### config.mk
export PLATFORM = sky130hd
export DESIGN_NAME = id_ex_stage
export DESIGN_NICKNAME = d
export VERILOG_FILES = /design/src/rtl/id_ex_stage.sv
export SDC_FILE = /design/constraint.sdc
export NUM_CORES = 1
export LEC_CHECK = 0
export BUFFER_PORTS_ARGS = -buffer_cell sky130_fd_sc_hd__clkbuf_2
export CAP_MARGIN = 20
export CORE_AREA = 2 2 146 148
export CTS_BUF_LIST = sky130_fd_sc_hd__clkbuf_16
export CTS_CLUSTER_DIAMETER = 60
export DETAILED_ROUTE_END_ITERATION = 10
export DIE_AREA = 0 0 148 150
export GPL_TIMING_DRIVEN = 0
export PLACE_DENSITY = 0.71
export SLEW_MARGIN = 5
export SYNTH_ARGS = -nofsm -noshare
export SYNTH_HDL_FRONTEND = slang
export SYNTH_SLANG_ARGS = --single-unit
export TNS_END_PERCENT = 1
### constraint.sdc
create_clock -name clk -period 4.24 [get_ports clk]
set_clock_uncertainty 0.1 [all_clocks]
set_input_delay 0 -clock clk [delete_from_list [all_inputs] [get_ports clk]]
set_output_delay 0 -clock clk [all_outputs]
set_load 0.03 [all_outputs]
### src/rtl/id_ex_stage.sv
// ID/EX pipeline register for the 5-stage RISC-V core: holds the decoded instruction for EX,
// forwards results from EX/MEM and MEM/WB into the ALU operands, and raises the load-use stall.
module id_ex_stage #(
  parameter int DATA_WIDTH     = 32,
  parameter int OPCODE_LENGTH  = 4,
  parameter int REG_ADDR_WIDTH = 5
) (
  input  logic                      clk,
  input  logic                      reset,
  input  logic                      id_valid,
  input  logic [DATA_WIDTH-1:0]     id_pc,
  input  logic [DATA_WIDTH-1:0]     id_rs1_data,
  input  logic [DATA_WIDTH-1:0]     id_rs2_data,
  input  logic [DATA_WIDTH-1:0]     id_imm,
  input  logic [REG_ADDR_WIDTH-1:0] id_rs1,
  input  logic [REG_ADDR_WIDTH-1:0] id_rs2,
  input  logic [REG_ADDR_WIDTH-1:0] id_rd,
  input  logic [OPCODE_LENGTH-1:0]  id_alu_op,
  input  logic                      id_a_sel,
  input  logic                      id_b_sel,
  input  logic                      id_reg_write,
  input  logic                      id_mem_read,
  input  logic                      id_mem_write,
  input  logic                      flush,
  input  logic [REG_ADDR_WIDTH-1:0] mem_rd,
  input  logic                      mem_reg_write,
  input  logic [DATA_WIDTH-1:0]     mem_result,
  input  logic [REG_ADDR_WIDTH-1:0] wb_rd,
  input  logic                      wb_reg_write,
  input  logic [DATA_WIDTH-1:0]     wb_result,
  output logic                      stall,
  output logic [DATA_WIDTH-1:0]     SrcA,
  output logic [DATA_WIDTH-1:0]     SrcB,
  output logic [OPCODE_LENGTH-1:0]  Operation,
  output logic                      ex_valid,
  output logic                      ex_reg_write,
  output logic                      ex_mem_read,
  output logic                      ex_mem_write,
  output logic [REG_ADDR_WIDTH-1:0] ex_rd,
  output logic [DATA_WIDTH-1:0]     ex_pc,
  output logic [DATA_WIDTH-1:0]     ex_store_data
);

  logic [DATA_WIDTH-1:0]     ex_rs1_data;
  logic [DATA_WIDTH-1:0]     ex_rs2_data;
  logic [DATA_WIDTH-1:0]     ex_imm;
  logic [REG_ADDR_WIDTH-1:0] ex_rs1;
  logic [REG_ADDR_WIDTH-1:0] ex_rs2;
  logic [OPCODE_LENGTH-1:0]  ex_alu_op;
  logic                      ex_a_sel;
  logic                      ex_b_sel;
  logic [DATA_WIDTH-1:0]     fwd_a;
  logic [DATA_WIDTH-1:0]     fwd_b;

  // Stall handshake: while stall=1 the producer (PC and IF/ID) must hold and re-present the same
  // instruction on the next cycle; this stage loads a bubble meanwhile. rs2 is always compared,
  // so an I-type may stall needlessly, which is harmless.
  always_comb begin
    stall = ex_valid && ex_mem_read && (ex_rd != '0) && id_valid &&
            ((ex_rd == id_rs1) || (ex_rd == id_rs2));
  end

  // Priority: reset > flush > stall > normal capture. A bubble is all zeros (AND, rd=x0).
  always_ff @(posedge clk or posedge reset) begin
    if (reset) begin
      ex_valid     <= 1'b0;
      ex_pc        <= '0;
      ex_rs1_data  <= '0;
      ex_rs2_data  <= '0;
      ex_imm       <= '0;
      ex_rs1       <= '0;
      ex_rs2       <= '0;
      ex_rd        <= '0;
      ex_alu_op    <= '0;
      ex_a_sel     <= 1'b0;
      ex_b_sel     <= 1'b0;
      ex_reg_write <= 1'b0;
      ex_mem_read  <= 1'b0;
      ex_mem_write <= 1'b0;
    end else if (flush || stall) begin
      ex_valid     <= 1'b0;
      ex_pc        <= '0;
      ex_rs1_data  <= '0;
      ex_rs2_data  <= '0;
      ex_imm       <= '0;
      ex_rs1       <= '0;
      ex_rs2       <= '0;
      ex_rd        <= '0;
      ex_alu_op    <= '0;
      ex_a_sel     <= 1'b0;
      ex_b_sel     <= 1'b0;
      ex_reg_write <= 1'b0;
      ex_mem_read  <= 1'b0;
      ex_mem_write <= 1'b0;
    end else begin
      ex_valid     <= id_valid;
      ex_pc        <= id_pc;
      ex_rs1_data  <= id_rs1_data;
      ex_rs2_data  <= id_rs2_data;
      ex_imm       <= id_imm;
      ex_rs1       <= id_rs1;
      ex_rs2       <= id_rs2;
      ex_rd        <= id_rd;
      ex_alu_op    <= id_alu_op;
      ex_a_sel     <= id_a_sel;
      ex_b_sel     <= id_b_sel;
      ex_reg_write <= id_reg_write && id_valid;
      ex_mem_read  <= id_mem_read && id_valid;
      ex_mem_write <= id_mem_write && id_valid;
    end
  end

  // Newest producer (EX/MEM) wins over MEM/WB; x0 is never forwarded.
  always_comb begin
    fwd_a = ex_rs1_data;
    if (mem_reg_write && (mem_rd != '0) && (mem_rd == ex_rs1)) begin
      fwd_a = mem_result;
    end else if (wb_reg_write && (wb_rd != '0) && (wb_rd == ex_rs1)) begin
      fwd_a = wb_result;
    end
  end

  always_comb begin
    fwd_b = ex_rs2_data;
    if (mem_reg_write && (mem_rd != '0) && (mem_rd == ex_rs2)) begin
      fwd_b = mem_result;
    end else if (wb_reg_write && (wb_rd != '0) && (wb_rd == ex_rs2)) begin
      fwd_b = wb_result;
    end
  end

  always_comb begin
    SrcA          = ex_a_sel ? ex_pc : fwd_a;
    SrcB          = ex_b_sel ? ex_imm : fwd_b;
    Operation     = ex_alu_op;
    ex_store_data = fwd_b;
  end

endmodule

==> qor.csv, run 1 <==
stage;metric;value;unit
status;status;finished, final reports clean;
timing;tns;0;ps
timing;drv_slew;0;
timing;setup_slack;893;ps
grt;grtUsageTotal;0.291;
clock_tree;clock_latency;430;ps
yosys;ys_ff_latch;153;
clock_tree;tritoncts;done;
clock_tree;cts_buffers;17;
yosys;seq_area_frac_synth;0.506;
worst_setup_path;setup.worst_path.start_class;flop;
detailed_routing;drtIter0Drc;374;
place;dpl.hpwl;22600;um
finish;drive_gt1_frac;0.310;
grt;antenna_found_initial;2;
detailed_routing;post_drt_wl_per_cell;19.8;um
timing;fin_crit;3350;ps
clock_tree;cts_root_buf;clkbuf_16;
floorplanning;boundaryPins;374;
timing;max_freq;299;MHz
detailed_routing;routed_wl;32900;um
detailed_routing;vias;8416;
detailed_routing;remaining_drc_errors;0;
timing;rsz0062_at_grt;false;
timing;fin_crit_sh;0.789;
floorplanning;core-area;20700;um2
clock_tree;cts.repair.resized;0;
worst_setup_path;crit_fanout;10;
finish;areaGrowthSynthToFinish;58.6;%
yosys;syn_avg_cell_area;9.28;um2
timing;relSlewSlack;0.316;
place;io_buffer_count;373;
clock_tree;post_cts_buffers;0;
grt;grt_max_degree;86;
floorplanning;dieArea;22200;um2
finish;fin_nets;1599;
yosys;postSynthCellCount;816;
timing;hold_violations;0;
job;cap_violations;0;
yosys;yosysWarnings;0;
finish;final_util;0.580;
floorplanning;start_util;0.366;
floorplanning;rows;53;
clock_tree;h-tree-depth;4;
detailed_routing;via_per_inst;5.08;
power;p_leak;5.96;nW
grt;grt_pass1_wl;48300;um
worst_setup_path;endpoint_kind;primary output;
worst_setup_path;critical_path_required;4140;ps
timing;worst_pin_slew;1020;ps
clock_tree;clkSinkCount;153;
floorplanning;die_w;148;um
grt;grt_pass1_vias;8835;
yosys;netlist_area;7570;um2
place;dpl_worst_slack;1320;ps
power;p_int;0.00279;W
detailed_routing;firstDrtPassIters;5;
power;p_seq_frac;0.383;
place;routabilityCongestion;0.887;
place;place_inst;1465;
power;p_comb_frac;0.225;
clock_tree;clock_tree.buffer_depth;2;
yosys;syn_nets;1048;
worst_setup_path;arrival;3250;ps
power;pwr-share-clk;0.392;
power;sw_frac_of_total;0.318;
worst_setup_path;path_class;reg -> out;
yosys;yosysUniqueCellTypes;32;
power;switchingPower;0.00130;W
power;peakVddDrop;0.000258;V
detailed_routing;antenna_left;0;
clock_tree;clk_pin_slew;70;ps
grt;overflow;0;
power;power.density;341;nW/um2
floorplanning;dieHeight;150;um
hold_path;hold_path.class;in -> async;
timing;finalSetupViolations;0;
finish;final_cells;1656;
path summary, 6_finish.rpt:
check,startpoint,endpoint,slack [ps],cells past startpoint
worst max-delay path,ex_rs1[3],SrcA[14],890,7
worst min-delay path,reset,ex_mem_write,100,3
worst max register to register,ex_rd[0],ex_rs1_data[28],1420,7
worst min register to register,ex_valid,ex_valid,800,3
max in group asynchronous,reset,ex_imm[17],3150,4
min in group clk,flush,ex_rs2[2],180,4
synthesized netlist by cell type (all sizes together):
master	count	area, um2
or3	2	12.5
nand2b	1	6.26
nand3	5	25.0
a221oi	31	272
nand2	62	233
o211ai	2	20.0
o211a	1	10.0
o31ai	59	443
mux2i	6	60.1
buf	18	130
o21ai	1	5.00
dfrtp	153	3830
o22ai	1	6.26
clkbuf	44	165
nor3	40	200
a21oi	10	53.8
and2	154	963
or4	2	18.8
a211oi	32	240
or2	2	12.5
xnor2	29	254
nand4	2	12.5
inv	39	146
nor2	120	450
flip-flops by register name (all words and copies together) (netlist names), 4 cells and up:
name	count
ex_rs1_data	32
ex_rs2_data	32
ex_rs2	5
Operation	4
ex_rd	5
ex_pc	32
ex_rs1	5
ex_imm	32
power groups by stage:
stage          Combinational [W]  Sequential [W]  Clock, W
2_1_floorplan           0.000426         0.00163         0
3_3_place_gp            0.000784         0.00159         0
3_5_place_dp            0.000794         0.00159         0
4_1_cts                 0.000914         0.00156   0.00162
5_1_grt                 0.000983         0.00157   0.00168
6_report                0.000922         0.00157   0.00160
cell usage in the layout (no fill, tap or decap), types with 2 or more instances in the layout:
master,instances
or3_1,2
inv_6,5
nand3_1,5
a21oi_1,9
inv_1,38
a211oi_1,32
xnor2_1,29
dfrtp_1,153
nand2_1,62
inv_8,5
buf_6,3
clkbuf_1,44
and2_1,154
clkinvlp_4,2
nand4_1,2
clkbuf_2,373
a221oi_1,31
o31ai_1,59
mux2i_1,6
bufinv_16,2
buf_2,8
buf_4,5
clkbuf_16,17
nor3_1,40
dlygate4sd3_1,158
nor2_1,120
layer usage:
| metal | up-vias | part of all wire | track usage |
|---|---|---|---|
| met1 | 4037 | 0.39 | 0.337 |
| met5 | - | 0 | 0 |
| met4 | 0 | 0.031 | 0.119 |
| met3 | 76 | 0.066 | 0.0546 |
| met2 | 456 | 0.51 | 0.530 |
| li1 | 3847 | - | - |
area by class of cell:
type,instances,area (um2)
flip-flops and latches,153,3830
plain buffers,62,295
clock buffers,17,425
inverters,39,154
clock inverters,15,178
fillers,1759,8690
multi-input cells,562,3300
repair buffers,532,3480
diodes,1,2.50
well taps,275,344
cells by family after synthesis:
group,share of synthesized area
AOI/OAI and AO/OA,0.139
xor gates and xnor gates,0.0336
buffers and inverters,0.0584
DFF,0.506
muxes,0.00794
and+or+nand+nor,0.256
per-stage QoR:
stage	area, um2	hold WS (ps)	power [W]
6_report	12000	104	0.00409
5_1_grt	12000	157	0.00423
4_1_cts	12000	125	0.00409
3_5_place_dp	9810	33.8	0.00239
3_3_place_gp	9780	106	0.00237
2_1_floorplan	7570	28.6	0.00205
critical path, stage by stage, from the launching register on:
cell	delay (ps)
dfrtp_1	410
xnor2_1	180
nand3_1	110
nor3_1	820
clkbuf_1	570
a211oi_1	140
o31ai_1	320
clkbuf_2	270
timing repair:
action | 4_1_cts | 5_1_grt
hold buffers | 158 | 0
hold endpoints to repair | 237 | 0
endpoints found under the setup margin | 0 | 0
No activity file was read; power rests on OpenSTA's default activity.
==> run 2: changes to the inputs <==
Settings changed: PLACE_DENSITY 0.71 to 0.68.
Clock period 4.24 ns to 3.2 ns, I/O delays scaled along.
==> run 2 against run 1 <==
Compared with the run above: non-clock buffer count increased by 3; power increased by 28%; die area unchanged; design area increased by 0.15%; clock-buffer cell count unchanged; routed wire length decreased by 2.8%; sequential power increased by 32%; global-route usage decreased by 0.97 points; sequential share of layout area about the same; via count decreased by 1.9%; first-iteration DRC count decreased by 17%; largest cell class unchanged; largest power group is now registers.
==> qor.csv, run 2 (synthesis gave the netlist of run 1 again) <==
stage;metric;value;unit;change
status;status;finished, final reports clean;;
worst_setup_path;worstPathCellList;xnor2_1 -> nand2_1 -> or3_1 -> buf_4 -> buf_4 -> a221oi_1 -> o31ai_1 -> clkbuf_2;;
finish;drive_gt1_frac;0.316;;+0.00583
worst_setup_path;crit_slowest_cell;a221oi_1;;
place;dpl.hpwl;22500;um;-0.29%
floorplanning;boundaryPins;374;;unchanged
finish;multi_input_area;3310;um2;+0.49%
worst_setup_path;crit_path_frequent_cell;buf_4;;
floorplanning;die_w;148;um;unchanged
clock_tree;clk_pin_slew;70;ps;about the same
grt;grt_pass1_vias;8519;;-3.6%
clock_tree;clock_tree.buffer_depth;2;;unchanged
worst_setup_path;arrival;3000;ps;-250 ps
finish;final_cell_mix;375 x clkbuf_2, 158 x dlygate4sd3_1, 154 x and2_1, 153 x dfrtp_1, 118 x nor2_1;;
timing;max_freq;322;MHz;
worst_setup_path;critical_path_required;3100;ps;-1040 ps
finish;seq_area;3830;um2;unchanged
timing;rsz0062_at_grt;false;;
hold_path;hold_path.class;in -> async;;
timing;hold_violations;0;;unchanged
place;routabilityCongestion;0.863;;-2.7%
power;peakVddDrop;0.000335;V;+30%
timing;drv_slew;0;;unchanged
timing;finalSetupViolations;0;;unchanged
grt;overflow;0;;unchanged
finish;n_antenna_cell;0;;-1
grt;grt_max_degree;42;;-51%
grt;antenna_found_initial;1;;-1
timing;fin_crit;3100;ps;
clock_tree;clkSinkCount;153;;unchanged
detailed_routing;routed_wl;31900;um;-2.8%
clock_tree;cts_buffers;17;;unchanged
finish;num-fill-cells;1798;;+2.2%
detailed_routing;firstDrtPassIters;5;;unchanged
clock_tree;cts_root_buf;clkbuf_16;;
clock_tree;clock_latency;430;ps;about the same
clock_tree;tritoncts;done;;
grt;grtUsageTotal;0.281;;-0.00970
power;p_leak;5.97;nW;+0.16%
finish;final_common_cell;clkbuf_2;;
finish;fin_nets;1602;;+0.19%
clock_tree;post_cts_buffers;0;;unchanged
detailed_routing;post_drt_wl_per_cell;19.3;um;-2.9%
grt;grt_pass1_wl;46600;um;-3.6%
worst_setup_path;slowest_delay;500;ps;-320 ps
timing;fin_crit_sh;0.970;;
detailed_routing;drtIter0Drc;312;;-17%
floorplanning;dieArea;22200;um2;unchanged
floorplanning;dieHeight;150;um;unchanged
floorplanning;core-area;20700;um2;unchanged
power;power.density;437;nW/um2;+28%
place;io_buffer_count;373;;unchanged
worst_setup_path;setup.worst_path.start_class;flop;;
worst_setup_path;endpoint_kind;primary output;;
floorplanning;rows;53;;unchanged
timing;whs;17.6;ps;-85.9 ps
detailed_routing;remaining_drc_errors;0;;unchanged
job;cap_violations;0;;unchanged
timing;relSlewSlack;0.458;;+0.141
worst_setup_path;worst-r2r-cell-count;7;;unchanged
floorplanning;start_util;0.366;;unchanged
detailed_routing;antenna_left;0;;unchanged
finish;areaGrowthSynthToFinish;58.8;%;
detailed_routing;vias;8255;;-1.9%
clock_tree;h-tree-depth;4;;unchanged
place;dpl_worst_slack;274;ps;-1050 ps
detailed_routing;via_per_inst;4.98;;-2.0%
worst_setup_path;crit_fanout;10;;unchanged
worst_setup_path;path_class;reg -> out;;
timing;tns;0;ps;unchanged
timing;worst_pin_slew;814;ps;-204 ps
timing;setup_slack;96.4;ps;-796 ps
run 2: timing repair:
item,4_1_cts,5_1_grt
endpoints found under the setup margin,26,3
resized for setup,3,5
hold buffers,158,0
endpoints found under the hold margin,230,0
run 2: power breakdown:
group	internal, W	total (W)	switching (W)
registers	0.00203	0.00207	0.0000428
clock network	0.00103	0.00195	0.000925
logic	0.000491	0.00123	0.000735
run 2: per-stage QoR:
stage	cells	power, W	util	area (um2)
global route	1658	0.00546	0.581	12000
CTS	1658	0.00528	0.580	12000
floorplan	816	0.00272	-	7570
global placement	1464	0.00315	0.473	9780
finish	1658	0.00525	0.581	12000
detailed placement	1468	0.00317	0.477	9860
run 2: critical path: cells and delay by family (launching register included):
family                    cells  cell delay (ps)
and+or+nand+nor               2              800
AOI/OAI and AO/OA             2              640
buffers and inverters         3              580
DFF                           1              400
xor gates and xnor gates      1              130
run 2: final timing paths:
check | from | end | slack (ps)
worst max-delay path | ex_rs2[2] | SrcB[10] | 100
worst min-delay path | reset | ex_pc[9] | 20
worst max register to register | ex_rd[4] | ex_rs1_data[29] | 440
worst min register to register | ex_mem_read | ex_valid | 720
max in group asynchronous | reset | ex_pc[25] | 1950
min in group clk | flush | ex_rs2[0] | 160
run 2: final cells by class:
class,instances,share of cell area
multi-input cells,562,0.276
inverters,39,0.0125
clock inverters,15,0.0108
flip-flops and latches,153,0.319
repair buffers,535,0.294
plain buffers,62,0.0248
clock buffers,17,0.0354
well taps,275,0.0286
run 2: metal layers:
metal | GRT usage | wire [um] | vias to the layer above
met5 | 0 | 0 | -
met4 | 0.108 | 907 | 0
met3 | 0.0570 | 2130 | 53
met2 | 0.506 | 16200 | 398
met1 | 0.331 | 12700 | 3948
li1 | - | - | 3856
==> run 3: changes to the inputs <==
Settings changed: RECOVER_POWER from default to 100.
==> run 3 against run 2 <==
Compared with the run above: the run now ends with max-capacitance violations, max-slew violations left; first-iteration DRC count rose by 3.8%; cell count did not move; power fell by 0.57%; routed wire length rose by 0.28%; global-route usage did not move; combinational power barely moved; setup slack improved by 5.0 ps; non-clock buffer count did not move; critical path type unchanged; largest power group unchanged.
==> qor.csv, run 3 (synthesis gave the netlist of run 1 again) <==
stage;metric;value;unit;change
status;status;complete, but fails checks;;
status;violations;max-capacitance violations, max-slew violations;;
timing;rsz0062_at_grt;false;;
detailed_routing;via_per_inst;5.00;;+0.44%
finish;num-fill-cells;1856;;+3.2%
floorplanning;core-area;20700;um2;unchanged
finish;multi_input_area;3310;um2;unchanged
worst_setup_path;worstPathCellList;xnor2_1 -> nand2_1 -> or3_1 -> buf_4 -> buf_4 -> a221oi_1 -> o31ai_1 -> clkbuf_2;;
detailed_routing;drt-met1-wl;12600;um;-0.66%
worst_setup_path;crit_slowest_cell;a221oi_1;;
detailed_routing;highest_layer;met4;;
worst_setup_path;path_class;reg -> out;;
worst_setup_path;endpoint_kind;primary output;;
grt;grtUsageTotal;0.281;;unchanged
clock_tree;cts_buffers;17;;unchanged
floorplanning;dieHeight;150;um;unchanged
clock_tree;h-tree-depth;4;;unchanged
timing;worst_pin_slew;1830;ps;+1020 ps
clock_tree;tritoncts;done;;
detailed_routing;routed-wl-met3;2240;um;+5.3%
floorplanning;die_w;148;um;unchanged
timing;max_freq;323;MHz;+0.16%
timing;setup_slack;101;ps;+5.03 ps
place;routabilityCongestion;0.863;;unchanged
power;p_total;0.00522;W;-0.57%
worst_setup_path;reg2reg_slack;430;ps;about the same
worst_setup_path;critical_path_required;3100;ps;about the same
finish;drive_gt1_frac;0.252;;-0.0636
finish;postLayoutCellArea;11900;um2;-1.2%
grt;overflow;0;;unchanged
floorplanning;start_util;0.366;;unchanged
grt;grt_pass1_wl;46600;um;unchanged
timing;tns;0;ps;unchanged
finish;final_cell_mix;289 x clkbuf_2, 158 x dlygate4sd3_1, 153 x dfrtp_1, 128 x clkbuf_1, 118 x nor2_1;;
power;peakVddDrop;0.000334;V;-0.25%
worst_setup_path;slowest_delay;510;ps;about the same
detailed_routing;firstDrtPassIters;5;;unchanged
finish;n_antenna_cell;0;;unchanged
finish;final_common_cell;clkbuf_2;;
place;placed_area;9860;um2;unchanged
clock_tree;clock_latency;430;ps;about the same
finish;fin_nets;1602;;unchanged
worst_setup_path;crit_path_frequent_cell;buf_4;;
finish;areaGrowthSynthToFinish;56.8;%;
timing;hold_violations;0;;unchanged
floorplanning;boundaryPins;374;;unchanged
clock_tree;clk_pin_slew;70;ps;about the same
finish;seq_area;3830;um2;unchanged
detailed_routing;wl_met2;16200;um;+0.12%
hold_path;hold_path.class;in -> async;;
worst_setup_path;crit_fanout;10;;unchanged
job;cap_violations;1;;+1
place;io_buffer_count;373;;unchanged
worst_setup_path;cp.buffers_inverters;3;;unchanged
timing;drv_slew;42;;+42
detailed_routing;antenna_left;0;;unchanged
power;p_leak;5.61;nW;-6.1%
grt;grt_max_degree;42;;unchanged
place;dpl.hpwl;22500;um;unchanged
clock_tree;post_cts_buffers;0;;unchanged
clock_tree;clkSinkCount;153;;unchanged
timing;fin_crit_sh;0.968;;-0.00157
floorplanning;rows;53;;unchanged
timing;relSlewSlack;-0.221;;-0.678
worst_setup_path;arrival;3000;ps;about the same
worst_setup_path;setup.worst_path.start_class;flop;;
floorplanning;dieArea;22200;um2;unchanged
grt;antenna_found_initial;1;;unchanged
detailed_routing;remaining_drc_errors;0;;unchanged
worst_setup_path;cp_top_family;simple AND/OR/NAND/NOR gates;;
timing;finalSetupViolations;0;;unchanged
timing;fin_crit;3100;ps;-5.03 ps
detailed_routing;vias;8291;;+0.44%
detailed_routing;drtIter0Drc;324;;+3.8%
clock_tree;cts_root_buf;clkbuf_16;;
place;dpl_worst_slack;274;ps;unchanged
detailed_routing;routed_wl;32000;um;+0.28%
detailed_routing;post_drt_wl_per_cell;19.3;um;+0.28%
clock_tree;clock_tree.buffer_depth;2;;unchanged
grt;grt_pass1_vias;8519;;unchanged
power;power.density;440;nW/um2;+0.68%
-- run 3: per-layer routing --
metal | GRT usage | vias up
li1 | - | 3856
met3 | 0.0570 | 52
met4 | 0.108 | 0
met5 | 0 | -
met2 | 0.506 | 400
met1 | 0.331 | 3983
-- run 3: worst reg2reg max path, stage by stage (launching register included) --
cell and delay (ps):
dfrtp_1 440, nor3_1 210, a21oi_1 120, a21oi_1 560
clkbuf_1 420, clkbuf_1 600, and2_0 240
-- run 3: where the power goes --
group | internal, W | switching [W] | total [W]
clock network | 0.00103 | 0.000924 | 0.00195
registers | 0.00203 | 0.0000424 | 0.00207
logic | 0.000462 | 0.000735 | 0.00120
-- run 3: timing repair --
item,in CTS,in global routing
pin swaps,0,0
hold endpoints to repair,230,0
hold buffers,158,0
resized for setup,3,5
setup endpoints to repair,26,3
gates cloned,0,0
-- run 3: final cells by class --
class	instances	share of cell area
sequential	153	0.323
timing repair buffer	535	0.285
multi-input combinational	562	0.279
clock buffer	17	0.0358
tap	275	0.0290
buffer	62	0.0251
inverter	39	0.0124
clock inverter	15	0.0110
-- run 3: final timing paths --
check / cells after the start / from / to
setup / recovery: 8 / ex_rs2[2] / SrcB[10]
hold / removal: 3 / reset / ex_pc[9]
setup reg to reg: 6 / ex_rd[3] / ex_rs1_data[29]
hold reg to reg: 3 / ex_mem_read / ex_valid
max in group asynchronous: 6 / reset / ex_pc[25]
min in group clk: 4 / flush / ex_rd[4]
-- run 3: through the flow --
step | util | hold slack, ps | cells
after floorplan | - | 28.6 | 816
after global placement | 0.473 | 107 | 1464
after detailed placement | 0.477 | -85.0 | 1468
after CTS | 0.580 | 14.1 | 1658
after global routing | 0.574 | 115 | 1658
final | 0.574 | 81.8 | 1658
